`config.mk`:
```
export PLATFORM = sky130hd
export DESIGN_NAME = bcd_clock_hms
export DESIGN_NICKNAME = d
export VERILOG_FILES = /design/src/rtl/clock_pkg.sv /design/src/rtl/bcd_mod60.sv /design/src/rtl/bcd_clock_hms.sv
export SDC_FILE = /design/constraint.sdc
export NUM_CORES = 1
export LEC_CHECK = 0
export CAP_MARGIN = 25
export CORE_ASPECT_RATIO = 1.25
export CORE_MARGIN = 1.5
export CORE_UTILIZATION = 42
export CTS_CLUSTER_DIAMETER = 50
export CTS_CLUSTER_SIZE = 30
export DETAILED_ROUTE_END_ITERATION = 8
export GPL_TIMING_DRIVEN = 0
export PLACE_DENSITY = 0.77
export SYNTH_ARGS = -nofsm -noshare
export SYNTH_HDL_FRONTEND = slang
export SYNTH_SLANG_ARGS = --single-unit
```
`constraint.sdc`:
```
create_clock -name clk -period 2.4 [get_ports clk]
set_input_delay 0.48 -clock clk [delete_from_list [all_inputs] [get_ports clk]]
set_output_delay 0.48 -clock clk [all_outputs]
set_load 0.1 [all_outputs]
```
`src/rtl/clock_pkg.sv`:
```
// Shared constants, time record and load-validation helper for the BCD clock.
package clock_pkg;

    localparam logic [7:0] BCD_MAX_MS     = 8'h59;
    localparam logic [7:0] BCD_HR_MIN     = 8'h01;
    localparam logic [7:0] BCD_HR_MAX     = 8'h12;
    localparam logic [7:0] BCD_HR_PM_EDGE = 8'h11;

    // Default time after reset: 12:00:00 AM
    localparam logic [7:0] DEF_HH = 8'h12;
    localparam logic [7:0] DEF_MM = 8'h00;
    localparam logic [7:0] DEF_SS = 8'h00;
    localparam logic       DEF_PM = 1'b0;

    typedef struct packed {
        logic [7:0] hh;
        logic [7:0] mm;
        logic [7:0] ss;
        logic       pm;
    } bcd_time_t;

    localparam bcd_time_t RESET_TIME = '{hh: DEF_HH, mm: DEF_MM, ss: DEF_SS, pm: DEF_PM};

    // Both digits must be decimal; a value with a hex digit never enters the counters.
    function automatic logic bcd_digits_ok(input logic [7:0] v);
        return (v[7:4] <= 4'd9) && (v[3:0] <= 4'd9);
    endfunction

    // A time is loadable when hours are 01..12 and minutes/seconds are 00..59.
    function automatic logic load_valid(input bcd_time_t t);
        logic ok;
        ok = bcd_digits_ok(t.hh) && bcd_digits_ok(t.mm) && bcd_digits_ok(t.ss);
        ok = ok && (t.hh >= BCD_HR_MIN) && (t.hh <= BCD_HR_MAX);
        ok = ok && (t.mm <= BCD_MAX_MS) && (t.ss <= BCD_MAX_MS);
        return ok;
    endfunction

endpackage

```
`src/rtl/bcd_mod60.sv`:
```
// Two-digit BCD 00..59 counter with load; carry flags the 59 -> 00 step.
module bcd_mod60
    import clock_pkg::*;
#(
    parameter logic [7:0] RESET_VAL = 8'h00
) (
    input  logic       clk,
    input  logic       reset,
    input  logic       en,
    input  logic       ld,
    input  logic [7:0] ld_val,
    output logic [7:0] q,
    output logic       carry
);

    logic [7:0] q_next;

    assign carry = en && (q == BCD_MAX_MS);

    // Next count: ones wrap at 9 into the tens digit, tens wrap at 5 back to 00.
    always_comb begin
        q_next = q;
        if (q[3:0] == 4'd9) begin
            if (q[7:4] == 4'd5) begin
                q_next = 8'h00;
            end else begin
                q_next = {q[7:4] + 4'd1, 4'd0};
            end
        end else begin
            q_next = {q[7:4], q[3:0] + 4'd1};
        end
    end

    // Count register; load wins over enable.
    always_ff @(posedge clk or posedge reset) begin
        if (reset) begin
            q <= RESET_VAL;
        end else if (ld) begin
            q <= ld_val;
        end else if (en) begin
            q <= q_next;
        end
    end

endmodule

```
`src/rtl/bcd_clock_hms.sv`:
```
// Twelve-hour BCD time-of-day counter driven by a 1 Hz tick, with checked time load.
module bcd_clock_hms
    import clock_pkg::*;
#(
    parameter logic [7:0] RESET_HH = DEF_HH,
    parameter logic [7:0] RESET_MM = DEF_MM,
    parameter logic [7:0] RESET_SS = DEF_SS,
    parameter logic       RESET_PM = DEF_PM
) (
    input  logic       clk,
    input  logic       reset,
    input  logic       tick,
    input  logic       run,
    input  logic       load,
    input  logic [7:0] load_hh,
    input  logic [7:0] load_mm,
    input  logic [7:0] load_ss,
    input  logic       load_pm,
    output logic [7:0] hh,
    output logic [7:0] mm,
    output logic [7:0] ss,
    output logic       pm,
    output logic       load_err,
    output logic       day_pulse
);

    bcd_time_t  ld_t;
    logic       ld_ok;
    logic       adv;
    logic       sec_carry;
    logic       hr_step;
    logic [7:0] hh_next;

    assign ld_t    = '{hh: load_hh, mm: load_mm, ss: load_ss, pm: load_pm};
    assign ld_ok   = load && load_valid(ld_t);
    // A tick that coincides with a load request (accepted or not) is dropped.
    assign adv     = tick && run && !load;

    bcd_mod60 #(.RESET_VAL(RESET_SS)) u_sec (
        .clk    (clk),
        .reset  (reset),
        .en     (adv),
        .ld     (ld_ok),
        .ld_val (load_ss),
        .q      (ss),
        .carry  (sec_carry)
    );

    bcd_mod60 #(.RESET_VAL(RESET_MM)) u_min (
        .clk    (clk),
        .reset  (reset),
        .en     (sec_carry),
        .ld     (ld_ok),
        .ld_val (load_mm),
        .q      (mm),
        .carry  (hr_step)
    );

    // Hour sequence 12 -> 01 .. 09 -> 10 -> 11 -> 12; 12 -> 01 is a wrap, not a carry.
    always_comb begin
        hh_next = hh;
        if (hh == BCD_HR_MAX) begin
            hh_next = BCD_HR_MIN;
        end else if (hh[3:0] == 4'd9) begin
            hh_next = {hh[7:4] + 4'd1, 4'd0};
        end else begin
            hh_next = {hh[7:4], hh[3:0] + 4'd1};
        end
    end

    // Hour and AM/PM registers; PM flips only on the 11 -> 12 step.
    always_ff @(posedge clk or posedge reset) begin
        if (reset) begin
            hh <= RESET_HH;
            pm <= RESET_PM;
        end else if (ld_ok) begin
            hh <= load_hh;
            pm <= load_pm;
        end else if (hr_step) begin
            hh <= hh_next;
            if (hh == BCD_HR_PM_EDGE) begin
                pm <= ~pm;
            end
        end
    end

    // Status pulses: rejected load, and the 11:59:59 PM -> 12:00:00 AM rollover.
    always_ff @(posedge clk or posedge reset) begin
        if (reset) begin
            load_err  <= 1'b0;
            day_pulse <= 1'b0;
        end else begin
            load_err  <= load && !ld_ok;
            day_pulse <= hr_step && (hh == BCD_HR_PM_EDGE) && pm;
        end
    end

endmodule

```
### Yosys cells after proc, flatten, opt, wreduce, memory -nomap -nowiden

Index checks and enable logic that the tools add are counted.

| storage, ports and cells | value |
|---|---|
| output and inout port bits | 27 |
| logic and storage cells | 80 |
| bits in registers | 27 |

| operators by class | value |
|---|---|
| equality and inequality tests | 9 |
| muxes and demuxes | 15 |
| $add $sub $neg | 6 |
| $lt $le $gt $ge | 10 |
| bitwise logic cells | 1 |
| reductions and logical operators | 30 |

Operators with widths:

| operator | count |
|---|---|
| two-way mux 8 bit | 12 |
| adder 4 x 1 -> 4 bit, second input constant | 6 |
| less-or-equal comparator 4 bit, second input constant | 6 |
| logical AND 1 bit | 17 |
| == test 8 x 5 -> 1 bit, second input constant | 2 |
| == test 8 x 7 -> 1 bit, second input constant | 2 |
| less-or-equal comparator 8 x 7 -> 1 bit, second input constant | 2 |
| == test 4 bit, second input constant | 3 |
| nonzero test 2 bit | 6 |
| == test 4 x 3 -> 1 bit, second input constant | 2 |
| >= comparator 8 x 1 -> 1 bit, second input constant | 1 |
| less-or-equal comparator 8 x 5 -> 1 bit, second input constant | 1 |
| AND reduction 2 bit | 4 |
| two-way mux 1 bit | 3 |
| nonzero test 3 bit | 1 |
| logical NOT 1 bit | 2 |
| NOT 1 bit | 1 |

### Logic depth before layout (Yosys ltp)

Gate-level depths: netlist of run 1.

| logic depth | value |
|---|---|
| depth after elaboration | 11 |
| gate-level depth with buffers | 8 |
| gate-level depth less buffers | 7 |

### By module

Synthesis of run 1 repeated with hierarchy kept, for this count alone.

| second synthesis, totals | value |
|---|---|
| cell total of the unflattened synthesis | 205 |
| area, all modules | 1819.2 um^2 |

By module, submodules not included:

| module | instances | sequential area each (um^2) | cells each | area each (um^2) |
|---|---|---|---|---|
| bcd_mod60 | 2 | 200.2 | 60 | 520.5 |
| bcd_clock_hms | 1 | 277.8 | 85 | 778.2 |

### Least setup slack after synthesis of run 1

No wires, ideal clock.

| timing | value |
|---|---|
| kind | flip-flop to flip-flop |
| start | register u_sec.q[4] |
| end | register hh[5] |
| arrival time | 2687 ps |
| setup time | 122 ps |
| buffers on the path | 1 |
| stages on the path, launching flop included | 8 |
| required time | 2278 ps |
| path slack | -409 ps |
| cell sequence | dfrtp_1 > ha_1 > nand4b_1 > or4_4 > buf_2 > a211oi_4 > mux2i_1 > nor2_2 |

| between the ends | value |
|---|---|
| longest elaborated chain between the ends | 5 |

RTL lines:

| element | RTL line | RTL |
|---|---|---|
| start: declaration | bcd_mod60.sv:12 | `output logic [7:0] q,` |
| start signal: assignment | bcd_mod60.sv:39 | `q <= ld_val;` |
| start signal: assignment | bcd_mod60.sv:41 | `q <= q_next;` |
| == test 8 x 7 -> 1 bit | bcd_mod60.sv:18 | `assign carry = en && (q == BCD_MAX_MS);` |
| logical AND 1 bit (2 in series) | bcd_mod60.sv:18 |  |
| nonzero test 2 bit (no line) | - |  |
| AND reduction 2 bit (no line) | - |  |
| end signal: assignment | bcd_clock_hms.sv:77 | `hh <= load_hh;` |
| end signal: assignment | bcd_clock_hms.sv:80 | `hh <= hh_next;` |
| end: declaration | bcd_clock_hms.sv:19 | `output logic [7:0] hh,` |

Every way passes these cells.
A chain may end at the register's enable or synchronous reset.

### Final worst setup path of run 1

| timing | value |
|---|---|
| start | register hh[4] |
| end | register hh[5] |

| between the ends | value |
|---|---|
| longest elaborated chain between the ends | 5 |
| elaborated cells on any way between the ends | 8 |
| those cells by class | 1 x add/sub; 1 x eq/ne; 4 x mux; 2 x reduce/logical |

RTL lines:

| element | RTL line | RTL |
|---|---|---|
| adder 4 x 1 -> 4 bit | bcd_clock_hms.sv:65 | `hh_next = {hh[7:4] + 4'd1, 4'd0};` |
| two-way mux 8 bit | bcd_clock_hms.sv:64 | `end else if (hh[3:0] == 4'd9) begin` |
| two-way mux 8 bit | bcd_clock_hms.sv:62 | `if (hh == BCD_HR_MAX) begin` |
| two-way mux 8 bit | bcd_clock_hms.sv:79 | `end else if (hr_step) begin` |
| two-way mux 8 bit | bcd_clock_hms.sv:76 | `end else if (ld_ok) begin` |

Parallel ways exist; a longest one is shown, timed or not. The select of a mux whose other input is x is not followed.

==> impl_metrics.tcl, run 1 <==
set metrics [dict create \
    status "finished with violations" \
    violations "negative setup slack" \
    drive_gt1_share_pct 14.2 \
    r2r_slack_ps -40 \
    antenna_found_initial 0 \
    min_path_type "input pin to async pin" \
    avgSynthCellArea_um2 8.64 \
    vias 1838 \
    rsz0062_at_grt "yes" \
    io_pins 57 \
    synth.ff_latch_count 27 \
    htreeDepth 1 \
    cts_tree "built" \
    leakagePower_uw 0.00112 \
    die_h_um 75.6 \
    syn_area_mm2 0.00177 \
    grt_pass1_wl_um 7940 \
    slew_headroom_pct 35.0 \
    ant_nets 0 \
    numClockSinks 27 \
    synth.area.top_cells "dfrtp_1 35%, a21oi_1 5.9%, nor2_1 5.9%, ha_1 4.2%, nand3_1 3.7%" \
    yosys.area.top_type "dfrtp_1" \
    synth_nets 241 \
    dieArea_mm2 0.00462 \
    worstMarginPinSlew_ps 973 \
    ir_drop_uv 598 \
    drc_errors 0 \
    first_pass_iters 4 \
    required_ps 2570 \
    arrival_ps 2610 \
    maxCapViolations 0 \
    portBuffers 56 \
    seq_area_frac_synth_pct 38.3 \
    setup_viol 3 \
    critPathLaunchType "flip-flop" \
    worstReg2RegStart "hh[4]" \
    yosysTopAreaCellShare_pct 35.3 \
    drtIter0Drc 97 \
    hold_violations 0 \
    yosysWarnings 0 \
    viasPerCell 5.57 \
    routabilityCongestion 0.824 \
    wire_per_inst_um 14.8 \
    grt_max_degree 19 \
    chipWidth_um 61.1 \
    yosysMostFrequentCell "nor2_1" \
    synthFlopType "dfrtp_1" \
    clk-insertion-delay-late_ps 280 \
    drv_slew 0 \
    clockBufferDepth 2 \
    syn_to_final_growth_pct 46.9 \
    finClkSkew_ps 2.55 \
    nets 311 \
    period_share_pct 102 \
    initial_utilization_pct 43.6 \
    dpl.hpwl_um 3590 \
    clk_pin_slew_ps 100 \
    end_kind "flip-flop" \
    core_region_area_mm2 0.00407 \
    overflow 0 \
    finalNonFillerCells 330 \
    clock_tree.root_cell "clkbuf_8" \
    ys_types 54 \
    total_power_uw 1900 \
    fmax_mhz 410 \
    critPathLaunch "hh[4]" \
    p_per_area_mw_per_mm2 731 \
    synth_top_cells_by_count "28 x nor2_1, 25 x dfrtp_1, 21 x a21oi_1" \
    rows 26 \
    antennaDiodeCount 0 \
    whs_ps 511 \
    routed_wl_um 4880 \
    syn_inst 205 \
    synth_edf_count 0 \
    numCtsBuffers 3 \
    async_flop_share_pct 100 \
    crit_fanout 4 \
    grt_pass1_vias 1765 \
    fin_ws_ps -38.9 \
    critPathKind "flip-flop to flip-flop" \
    grtUsageTotal_pct 23.3 \
    fin_crit_ps 2440 \
    dp.cells 318 \
]
metrics by stage:
stage,utilization (%),instance area [um2],TNS (ps),setup WS [ps]
floorplan,-,1800,-521,-167
global placement,59.8,2430,-8870,-483
detailed placement,60.5,2460,-9810,-519
CTS,63.0,2560,-99.5,-57.8
global route,64.0,2600,-249,-76.3
finish,64.0,2600,-89.1,-38.9
layout by cell type (no fill, tap or decap), types with 2 or more instances in the layout:
| cell | synthesis | routed |
|---|---|---|
| dlymetal6s2s_1 | 0 | 8 |
| nor3_1 | 7 | 7 |
| clkdlybuf4s50_1 | 0 | 46 |
| ha_1 | 6 | 5 |
| xor2_1 | 3 | 3 |
| nor2_1 | 28 | 28 |
| clkbuf_8 | 0 | 3 |
| nor4_1 | 2 | 2 |
| nor3b_1 | 2 | 2 |
| and3b_1 | 2 | 2 |
| inv_1 | 9 | 9 |
| and2b_4 | 2 | 2 |
| nand3_1 | 13 | 13 |
| nand4b_1 | 4 | 4 |
| o21a_1 | 3 | 3 |
| dfrtp_2 | 0 | 11 |
| a21oi_1 | 21 | 21 |
| or4b_4 | 1 | 2 |
| a31oi_1 | 3 | 3 |
| xnor2_1 | 4 | 4 |
| buf_4 | 0 | 8 |
| o21ai_1 | 2 | 2 |
| nand2_1 | 14 | 14 |
| o21ai_0 | 6 | 6 |
| nor2b_1 | 2 | 2 |
| a22oi_1 | 2 | 2 |
| mux2i_1 | 2 | 2 |
| and4_1 | 2 | 2 |
| clkbuf_1 | 4 | 5 |
| nand4_1 | 4 | 4 |
| dfrtp_1 | 25 | 14 |
| buf_2 | 2 | 2 |
| nand3b_1 | 3 | 3 |
layer usage:
metal,global-route usage (%),vias up,wire length (um)
met4,13.3,0,124
met2,39.1,59,2510
met3,2.55,9,183
met1,28.4,885,2070
met5,0,-,0
li1,-,885,-
worst max-delay path, stage by stage (launching register included):
cell and delay, ps:
dfstp_4 640, ha_4 110, or4b_4 450, or4b_4 500, a211oi_4 330, mux2i_1 260
nor2_2 40
power breakdown:
group | internal [uW] | total, uW | switching, uW | leakage (uW)
clock network | 119 | 270 | 151 | 0.0000228
registers | 537 | 649 | 112 | 0.000324
logic | 289 | 985 | 695 | 0.000774
path summary, 6_finish.rpt:
| check | end | cells after the start |
|---|---|---|
| max | hh[5] | 6 |
| max reg2reg | hh[5] | 6 |
| max in group asynchronous | hh[1] | 3 |
| min reg2reg | day_pulse | 2 |
| min | u_min.q[2] | 2 |
| min in group clk | day_pulse | 2 |
sequential cells by signal, indices dropped and copies added, names as in the netlist:
| register | count |
|---|---|
| hh | 8 |
| load_err | 1 |
| u_sec.q | 8 |
| pm | 1 |
| u_min.q | 8 |
| day_pulse | 1 |
cell type report:
type,instances,area (um2)
fill,357,1460
buffer,7,32.5
multi-input combinational,162,1060
timing repair buffer,65,667
tap,56,70.1
sequential,27,696
inverter,9,33.8
clock buffer,4,45.0
cells by family after synthesis:
| logic type | synth area share, % |
|---|---|
| and+or+nand+nor | 31.3 |
| AOI/OAI and AO/OA | 17.9 |
| DFF | 38.3 |
| buffers and inverters | 3.74 |
| xor gates and xnor gates | 3.46 |
| adders and majority gates | 4.24 |
| muxes | 1.13 |
what timing repair did:
| action | CTS | global route |
|---|---|---|
| setup endpoints to repair | 19 | 28 |
| pin swaps | 3 | 2 |
| resized for setup | 4 | 10 |
| hold buffers | 0 | 0 |
| setup buffers | 6 | 2 |
| hold endpoints to repair | 0 | 0 |
Note: power is estimated with default switching activity, not from simulation.
==> inputs of run 2 (changes only) <==
--- a/config.mk
+++ b/config.mk
@@ -5,10 +5,11 @@
 export SDC_FILE = /design/constraint.sdc
 export NUM_CORES = 1
 export LEC_CHECK = 0
+export ABC_AREA = 1
 export CAP_MARGIN = 25
 export CORE_ASPECT_RATIO = 1.25
 export CORE_MARGIN = 1.5
-export CORE_UTILIZATION = 42
+export CORE_UTILIZATION = 43
 export CTS_CLUSTER_DIAMETER = 50
 export CTS_CLUSTER_SIZE = 30
 export DETAILED_ROUTE_END_ITERATION = 8
==> impl_metrics.tcl, run 2 <==
set metrics [dict create \
    rows 27 \
    yosysTopAreaCellShare_pct 32.6 \
    p_seq_share_pct 39.1 \
    p_switching_uw 618 \
    synth_edf_count 0 \
    min_path_type "flip-flop to flip-flop" \
    routed_wl_um 4870 \
    vias 1999 \
    yosysWarnings 0 \
    io_pins 57 \
    dieArea_mm2 0.00488 \
    rsz0062_at_grt "no" \
    grt_pass1_vias 1809 \
    period_share_pct 98.2 \
    reg2reg_to "pm" \
    chipWidth_um 62.8 \
    whs_path_depth 2 \
    p_per_area_mw_per_mm2 529 \
    syn_inst 285 \
    clockBufferDepth 2 \
    initial_utilization_pct 44.1 \
    finClkSkew_ps 2.46 \
    portBuffers 56 \
    layout_commonest_cell "nand2_1" \
    fmax_mhz 424 \
    grt_max_degree 18 \
    ant_nets 0 \
    finalNonFillerCells 404 \
    hold_violations 0 \
    dpl.hpwl_um 3790 \
    wl_met1_um 2110 \
    clk-insertion-delay-late_ps 280 \
    slew_headroom_pct 34.9 \
    top_layer "met4" \
    critPathLaunchType "flip-flop" \
    wl_met2_um 2470 \
    reg2reg_depth 9 \
    synth.area.top_cells "dfrtp_1 33%, nand2_1 17%, nand3_1 10%, nor2_1 7.2%, inv_1 6.3%" \
    syn_to_final_growth_pct 37.4 \
    tns_ps 0 \
    antennaDiodeCount 0 \
    ir_drop_uv 250 \
    route.met3.wl_um 185 \
    synth_top_cells_by_count "89 x nand2_1, 40 x nand3_1, 37 x nor2_1" \
    status "finished, final reports clean" \
    holdPathEnd "hh[4]" \
    multi_input_area_mm2 0.00108 \
    max_stage_delay_ps 1160 \
    yosys.area.top_type "dfrtp_1" \
    fin_crit_ps 2360 \
    antenna_found_initial 0 \
    numClockSinks 27 \
    cts_tree "built" \
    setup_viol 0 \
    critPathKind "flip-flop to primary output" \
    maxCapViolations 0 \
    wire_per_inst_um 12.0 \
    htreeDepth 1 \
    drtIter0Drc 88 \
    min_from "hh[4]" \
    cts_setup_buffers 0 \
    fillers 398 \
    cp_slowest_cell "clkdlybuf4s50_1" \
    routabilityCongestion 0.862 \
    clk_pin_slew_ps 90 \
    nets 383 \
    synth.ff_latch_count 27 \
    cp_top_family "buffers and inverters" \
    comb_power_share_pct 41.6 \
    end_kind "primary output" \
    crit_cells 1 \
    drc_errors 0 \
    worstMarginPinSlew_ps 975 \
    clkPwrFrac_pct 19.3 \
    clock_tree.root_cell "clkbuf_8" \
    first_pass_iters 4 \
    yosysMostFrequentCell "nand2_1" \
    top_regs "hh (8), u_min.q (8), u_sec.q (8)" \
    ys_types 28 \
    dp_slack_ps 167 \
    worst-path-buf-inv 1 \
    grt_pass1_wl_um 8180 \
    synthFlopType "dfrtp_1" \
    worstReg2RegStart "u_min.q[5]" \
    die_h_um 77.7 \
    fin_ws_ps 44.3 \
    syn_area_mm2 0.00192 \
    internal-power_uw 778 \
    regArea_um2 678 \
    switching_share_pct 44.3 \
    worstPathCellList "clkdlybuf4s50_1" \
    leakagePower_uw 0.00139 \
    required_ps 1920 \
    arrival_ps 1880 \
    drive_gt1_share_pct 6.94 \
    synth_nets 321 \
    seq_area_frac_synth_pct 35.3 \
    drv_slew 0 \
    async_flop_share_pct 100 \
    numCtsBuffers 3 \
    cts_hold_buf 0 \
    r2r_slack_ps 570 \
    avgSynthCellArea_um2 6.74 \
    crit_fanout 4 \
    layout_common_cells "89 x nand2_1, 45 x clkdlybuf4s50_1, 40 x nand3_1, 37 x nor2_1, 32 x inv_1" \
    dp.cells 400 \
    viasPerCell 4.95 \
    overflow 0 \
    grtUsageTotal_pct 20.7 \
    core_region_area_mm2 0.00436 \
]
==> run 2: area by class of cell <==
type,count,share of cell area [%]
Timing Repair Buffer,57,22.8
Inverter,35,4.98
Tap cell,58,2.75
Multi-Input combinational cell,218,41.1
Sequential cell,27,25.7
Clock buffer,4,1.71
Buffer,5,1.04
==> run 2: timing repair <==
item | in CTS | in global routing
gates cloned | 0 | 0
setup endpoints to repair | 4 | 7
gates resized for setup | 4 | 7
pin swaps | 0 | 0
==> run 2: how the worst max path moves through the flow <==
stage	slack, ps	from	endpoint
2_1_floorplan	100	u_min.q[4]	hh[0]
3_3_place_gp	170	load	hh[0]
3_5_place_dp	170	load	pm
4_1_cts	4	u_min.q[4]	mm[4]
5_1_grt	6	u_min.q[5]	mm[5]
6_report	40	u_min.q[3]	mm[3]
==> run 2: power by group through the flow <==
stage | sequential [uW] | clock, uW | combinational, uW
2_1_floorplan | 823 | 0 | 146
3_3_place_gp | 555 | 0 | 576
3_5_place_dp | 556 | 0 | 584
4_1_cts | 547 | 273 | 581
5_1_grt | 555 | 299 | 612
6_report | 546 | 269 | 580
==> run 2: logic make-up after synthesis <==
group	Yosys count	share of synthesized area [%]
flip-flops	27	35.3
XOR/XNOR	9	4.10
AO/OA/AOI/OAI	18	5.47
AND/OR/NAND/NOR	185	42.9
adder cells (fa/ha/maj)	6	3.91
buffers and inverters	40	8.27
==> run 2: routing by layer <==
layer  global-route usage (%)  up-vias
li1                         -     1028
met1                     26.6      902
met2                     36.1       59
met3                     1.45       10
met4                     8.22        0
met5                        0        -
==> run 2: tightest hold or removal path, stage by stage (launching register included) <==
cell	delay, ps
dfstp_2	400
nand2_1	60
nand2_1	40
==> run 2: through the flow <==
stage                     total power, uW  instance area, um2  utilization, %  hold WS (ps)
after floorplan                       969                1920               -           531
after detailed placement             1140                2580            59.2           494
after global routing                 1470                2640            60.6           566
after CTS                            1400                2620            60.1           507
final                                1400                2640            60.6           506
after global placement               1130                2550            58.6           491
==> inputs of run 3 (changes only) <==
--- a/config.mk
+++ b/config.mk
@@ -7,11 +7,10 @@
 export LEC_CHECK = 0
 export ABC_AREA = 1
 export CAP_MARGIN = 25
-export CORE_ASPECT_RATIO = 1.25
 export CORE_MARGIN = 1.5
 export CORE_UTILIZATION = 43
 export CTS_CLUSTER_DIAMETER = 50
-export CTS_CLUSTER_SIZE = 30
+export CTS_CLUSTER_SIZE = 16
 export DETAILED_ROUTE_END_ITERATION = 8
 export GPL_TIMING_DRIVEN = 0
 export PLACE_DENSITY = 0.77
==> constraint.sdc (replaced) <==
create_clock -name clk -period 2.4 [get_ports clk]
set_input_delay 0.48 -clock clk [delete_from_list [all_inputs] [get_ports clk]]
set_output_delay 0.48 -clock clk [all_outputs]
set_load 0.01 [all_outputs]
==> impl_metrics.tcl, run 3 (synthesis results as in run 2) <==
set metrics [dict create \
    routed_wl_um 4820 \
    numClockSinks 27 \
    total_power_uw 1150 \
    rows 24 \
    wl_met2_um 2270 \
    crit_fanout 9 \
    fmax_mhz 500 \
    grtUsageTotal_pct 21.1 \
    drv_slew 0 \
    slew_headroom_pct 62.3 \
    htreeDepth 1 \
    top_layer "met4" \
    arrival_ps 2180 \
    dieArea_mm2 0.00488 \
    chipWidth_um 69.8 \
    die_h_um 69.8 \
    viasPerCell 5.00 \
    critPathLaunchType "input pin" \
    io_pins 57 \
    layout_commonest_cell "nand2_1" \
    required_ps 2590 \
    wire_per_inst_um 12.1 \
    maxCapViolations 0 \
    antenna_found_initial 0 \
    p_per_area_mw_per_mm2 438 \
    leakagePower_uw 0.00126 \
    route.met3.wl_um 227 \
    layout_common_cells "89 x nand2_1, 56 x clkdlybuf4s50_1, 40 x nand3_1, 37 x nor2_1, 32 x inv_1" \
    drc_errors 0 \
    end_kind "flip-flop" \
    grt_pass1_vias 1878 \
    antennaDiodeCount 0 \
    first_pass_iters 4 \
    finClkSkew_ps 5.16 \
    cts_tree "built" \
    clk-insertion-delay-late_ps 280 \
    routabilityCongestion 0.878 \
    status "finished, final reports clean" \
    worstMarginPinSlew_ps 565 \
    drtIter0Drc 137 \
    core_region_area_mm2 0.00432 \
    postCtsResizedCells 0 \
    numCtsBuffers 3 \
    period_share_pct 83.3 \
    syn_to_final_growth_pct 36.5 \
    min_path_type "input pin to async pin" \
    portBuffers 56 \
    drive_gt1_share_pct 7.23 \
    clk_pin_slew_ps 100 \
    cts_hold_buf 0 \
    clockBufferDepth 2 \
    tns_ps 0 \
    ant_nets 0 \
    dpl.hpwl_um 3780 \
    top_regs "hh (8), u_min.q (8), u_sec.q (8)" \
    rsz0062_at_grt "no" \
    overflow 0 \
    grt_pass1_wl_um 8380 \
    ir_drop_uv 221 \
    vias 1989 \
    setup_viol 0 \
    clock_tree.root_cell "clkbuf_8" \
    nets 383 \
    cts_setup_buffers 0 \
    wl_met1_um 2230 \
    critPathKind "input pin to flip-flop" \
    hold_violations 0 \
    initial_utilization_pct 44.4 \
    fin_crit_ps 2000 \
    grt_max_degree 17 \
]
[run 3: cell types whose count changed in the layout (fill, tap and decap cells not counted), sizes merged]
cell           previous run  this run
dlygate4sd2               4         0
dlymetal6s2s              7         0
clkinvlp                  0         1
clkdlybuf4s50            45        56
clkbuf                    4         3
[run 3: worst paths after layout]
check	from	to	slack, ps	cells past startpoint
max	load	hh[0]	400	11
max in group asynchronous	reset	hh[1]	1300	3
min in group clk	hh[4]	hh[4]	530	2
max reg2reg	u_min.q[5]	hh[0]	500	11
min	reset	u_sec.q[5]	530	2
min reg2reg	hh[4]	hh[4]	530	2
[run 3: final cells by class]
cell class                 count  area [um2]
fill                         407        1700
multi-input combinational    218        1080
sequential                    27         678
timing repair buffer          57         588
inverter                      35         131
tap                           52        65.1
clock buffer                   3        41.3
buffer                         5        27.5
clock inverter                 1        7.51
[run 3: worst max-delay path: stages]
cell	delay [ps]
clkdlybuf4s50_1	470
inv_1	110
nand3_2	170
nor2_1	170
nand2_2	110
nor3_2	340
nand2_1	110
nand2_1	80
nand2_1	40
nand2_1	50
inv_1	30
[run 3: layer usage]
metal  track usage (%)  vias up
li1                  -     1034
met1              28.3      893
met2              35.3       54
met4              6.62        0
met5                 0        -
met3              2.62        8
[run 3: where the power goes]
| group | total [uW] | switching, uW | internal (uW) |
|---|---|---|---|
| sequential | 546 | 54.0 | 492 |
| clock | 278 | 159 | 118 |
| combinational | 325 | 152 | 173 |
| total | 1150 | 365 | 784 |
[run 3: through the flow]
step / instance area [um2] / util (%) / setup WS (ps) / std cells / hold slack [ps]
6_report: 2620 / 60.6 / 401 / 398 / 525
5_1_grt: 2620 / 60.6 / 244 / 398 / 549
4_1_cts: 2620 / 60.6 / 413 / 398 / 525
3_5_place_dp: 2570 / 59.5 / 123 / 394 / 508
3_3_place_gp: 2550 / 58.9 / 164 / 393 / 498
2_1_floorplan: 1920 / - / 790 / 285 / 497
==> edit, RTL diff (flow settings as in run 3) <==
Register the input `load_mm` before use, without a reset. The logic sees it one clock later. The other inputs are not delayed to match.
--- a/src/rtl/bcd_clock_hms.sv
+++ b/src/rtl/bcd_clock_hms.sv
@@ -24,6 +24,12 @@
     output logic       day_pulse
 );
 
+    logic [7:0] load_mm_q;
+
+    always_ff @(posedge clk) begin
+        load_mm_q <= load_mm;
+    end
+
     bcd_time_t  ld_t;
     logic       ld_ok;
     logic       adv;
@@ -31,7 +37,7 @@
     logic       hr_step;
     logic [7:0] hh_next;
 
-    assign ld_t    = '{hh: load_hh, mm: load_mm, ss: load_ss, pm: load_pm};
+    assign ld_t    = '{hh: load_hh, mm: load_mm_q, ss: load_ss, pm: load_pm};
     assign ld_ok   = load && load_valid(ld_t);
     // A tick that coincides with a load request (accepted or not) is dropped.
     assign adv     = tick && run && !load;
@@ -51,7 +57,7 @@
         .reset  (reset),
         .en     (sec_carry),
         .ld     (ld_ok),
-        .ld_val (load_mm),
+        .ld_val (load_mm_q),
         .q      (mm),
         .carry  (hr_step)
     );
Function: changed (Yosys sat finds a counterexample within 4 cycles, from zero or initial values and one cycle with reset high).
==> edit against run 3 <==
- combinational power up 56%
- total power up 49%
- setup slack better by 18 ps
- sequential cell count up 8
- global-route usage up 0.73 points
- final area up 14%
- area after synthesis up 16%
- routed wire length up 13%
- sequential share of layout area up 2.2 points
- count of clock-buffer cells in the layout up 3
- sequential power up 41%
==> edit: results (changes against run 3) <==
- Max transition margin: 77.5% (was 62.3%)
- Synth Net Count: 337 (was 321)
- Synth async-reset ratio: 77.1% (was 100%)
- Non-clk buf share: 20.3% (was 23.5%)
- Via count: 2135 (was 1989)
- CP Max Fanout: 6 (was 9)
- Vias in the first global route: 2019 (was 1878)
- XOR/XNOR Fraction of Synth Area: 3.94% (was 4.10%)
- Non-clk bufs: 59 (was 62)
- Fin crit period: 1980 ps (was 2000 ps)
- LEAKAGE: 1.43 nW (was 1.26 nW)
- RR Startpoint: u_sec.q[5] (was u_min.q[5])
- CP arrival: 2160 ps (was 2180 ps)
- Compound-cell area share of the yosys netlist: 8.95% (was 5.47%)
- Post-DP HPWL: 4260 µm (was 3780 µm)
- R2r setup slk: 650 ps (was 500 ps)
- DR WL/cell: 12.7 µm (was 12.1 µm)
- # clk buffers: 6 (was 3)
- Worst Clk Skew: 4.98 ps (was 5.16 ps)
- Post-synth top cells: nand2_1, inv_1, nand3_1 (was nand2_1, nand3_1, nor2_1)
- Main area contributors after synthesis: dfrtp_1, nand2_1, nand3_1, inv_1, dfxtp_1 (was dfrtp_1, nand2_1, nand3_1, nor2_1, inv_1)
- First-pass GRT wire length: 9290 µm (was 8380 µm)
- Cts bufs inserted: 5 (was 3)
- Clock-pin transition on the worst setup and hold timing paths: 70 ps (was 100 ps)
- Multi-input logic area: 1170 µm² (was 1080 µm²)
- Seq. cell area: 838 µm² (was 678 µm²)
- Sequential area share after synthesis: 37.7% (was 35.3%)
- Crit-path leading delay family: buffers and inverters (was simple AND/OR/NAND/NOR gates)
- Outcome: finished, final reports clean (unchanged)
==> edit: metal layers <==
layer  part of all wire (%)  track usage (%)  vias to the layer above
met2                     48             36.0                       74
met3                    5.5             4.42                       10
met4                    1.2             5.25                        0
met1                     46             29.4                      955
met5                      0                0                        -
li1                       -                -                     1096
==> edit: through the flow <==
step | util (%) | std cells | area, µm² | total power [mW] | hold slack, ps
6_report | 61.5 | 432 | 2980 | 1.71 | 436
5_1_grt | 61.5 | 432 | 2980 | 1.81 | 467
4_1_cts | 61.5 | 432 | 2980 | 1.72 | 444
3_5_place_dp | 59.7 | 425 | 2900 | 1.29 | 440
3_3_place_gp | 59.1 | 424 | 2870 | 1.26 | 423
2_1_floorplan | - | 301 | 2220 | 1.03 | 414
==> edit: power groups by stage <==
stage	logic (mW)	clock network (mW)	registers [mW]
6_report	0.507	0.432	0.770
5_1_grt	0.563	0.468	0.779
4_1_cts	0.511	0.438	0.769
3_5_place_dp	0.507	0	0.780
3_3_place_gp	0.487	0	0.777
2_1_floorplan	0.239	0	0.789
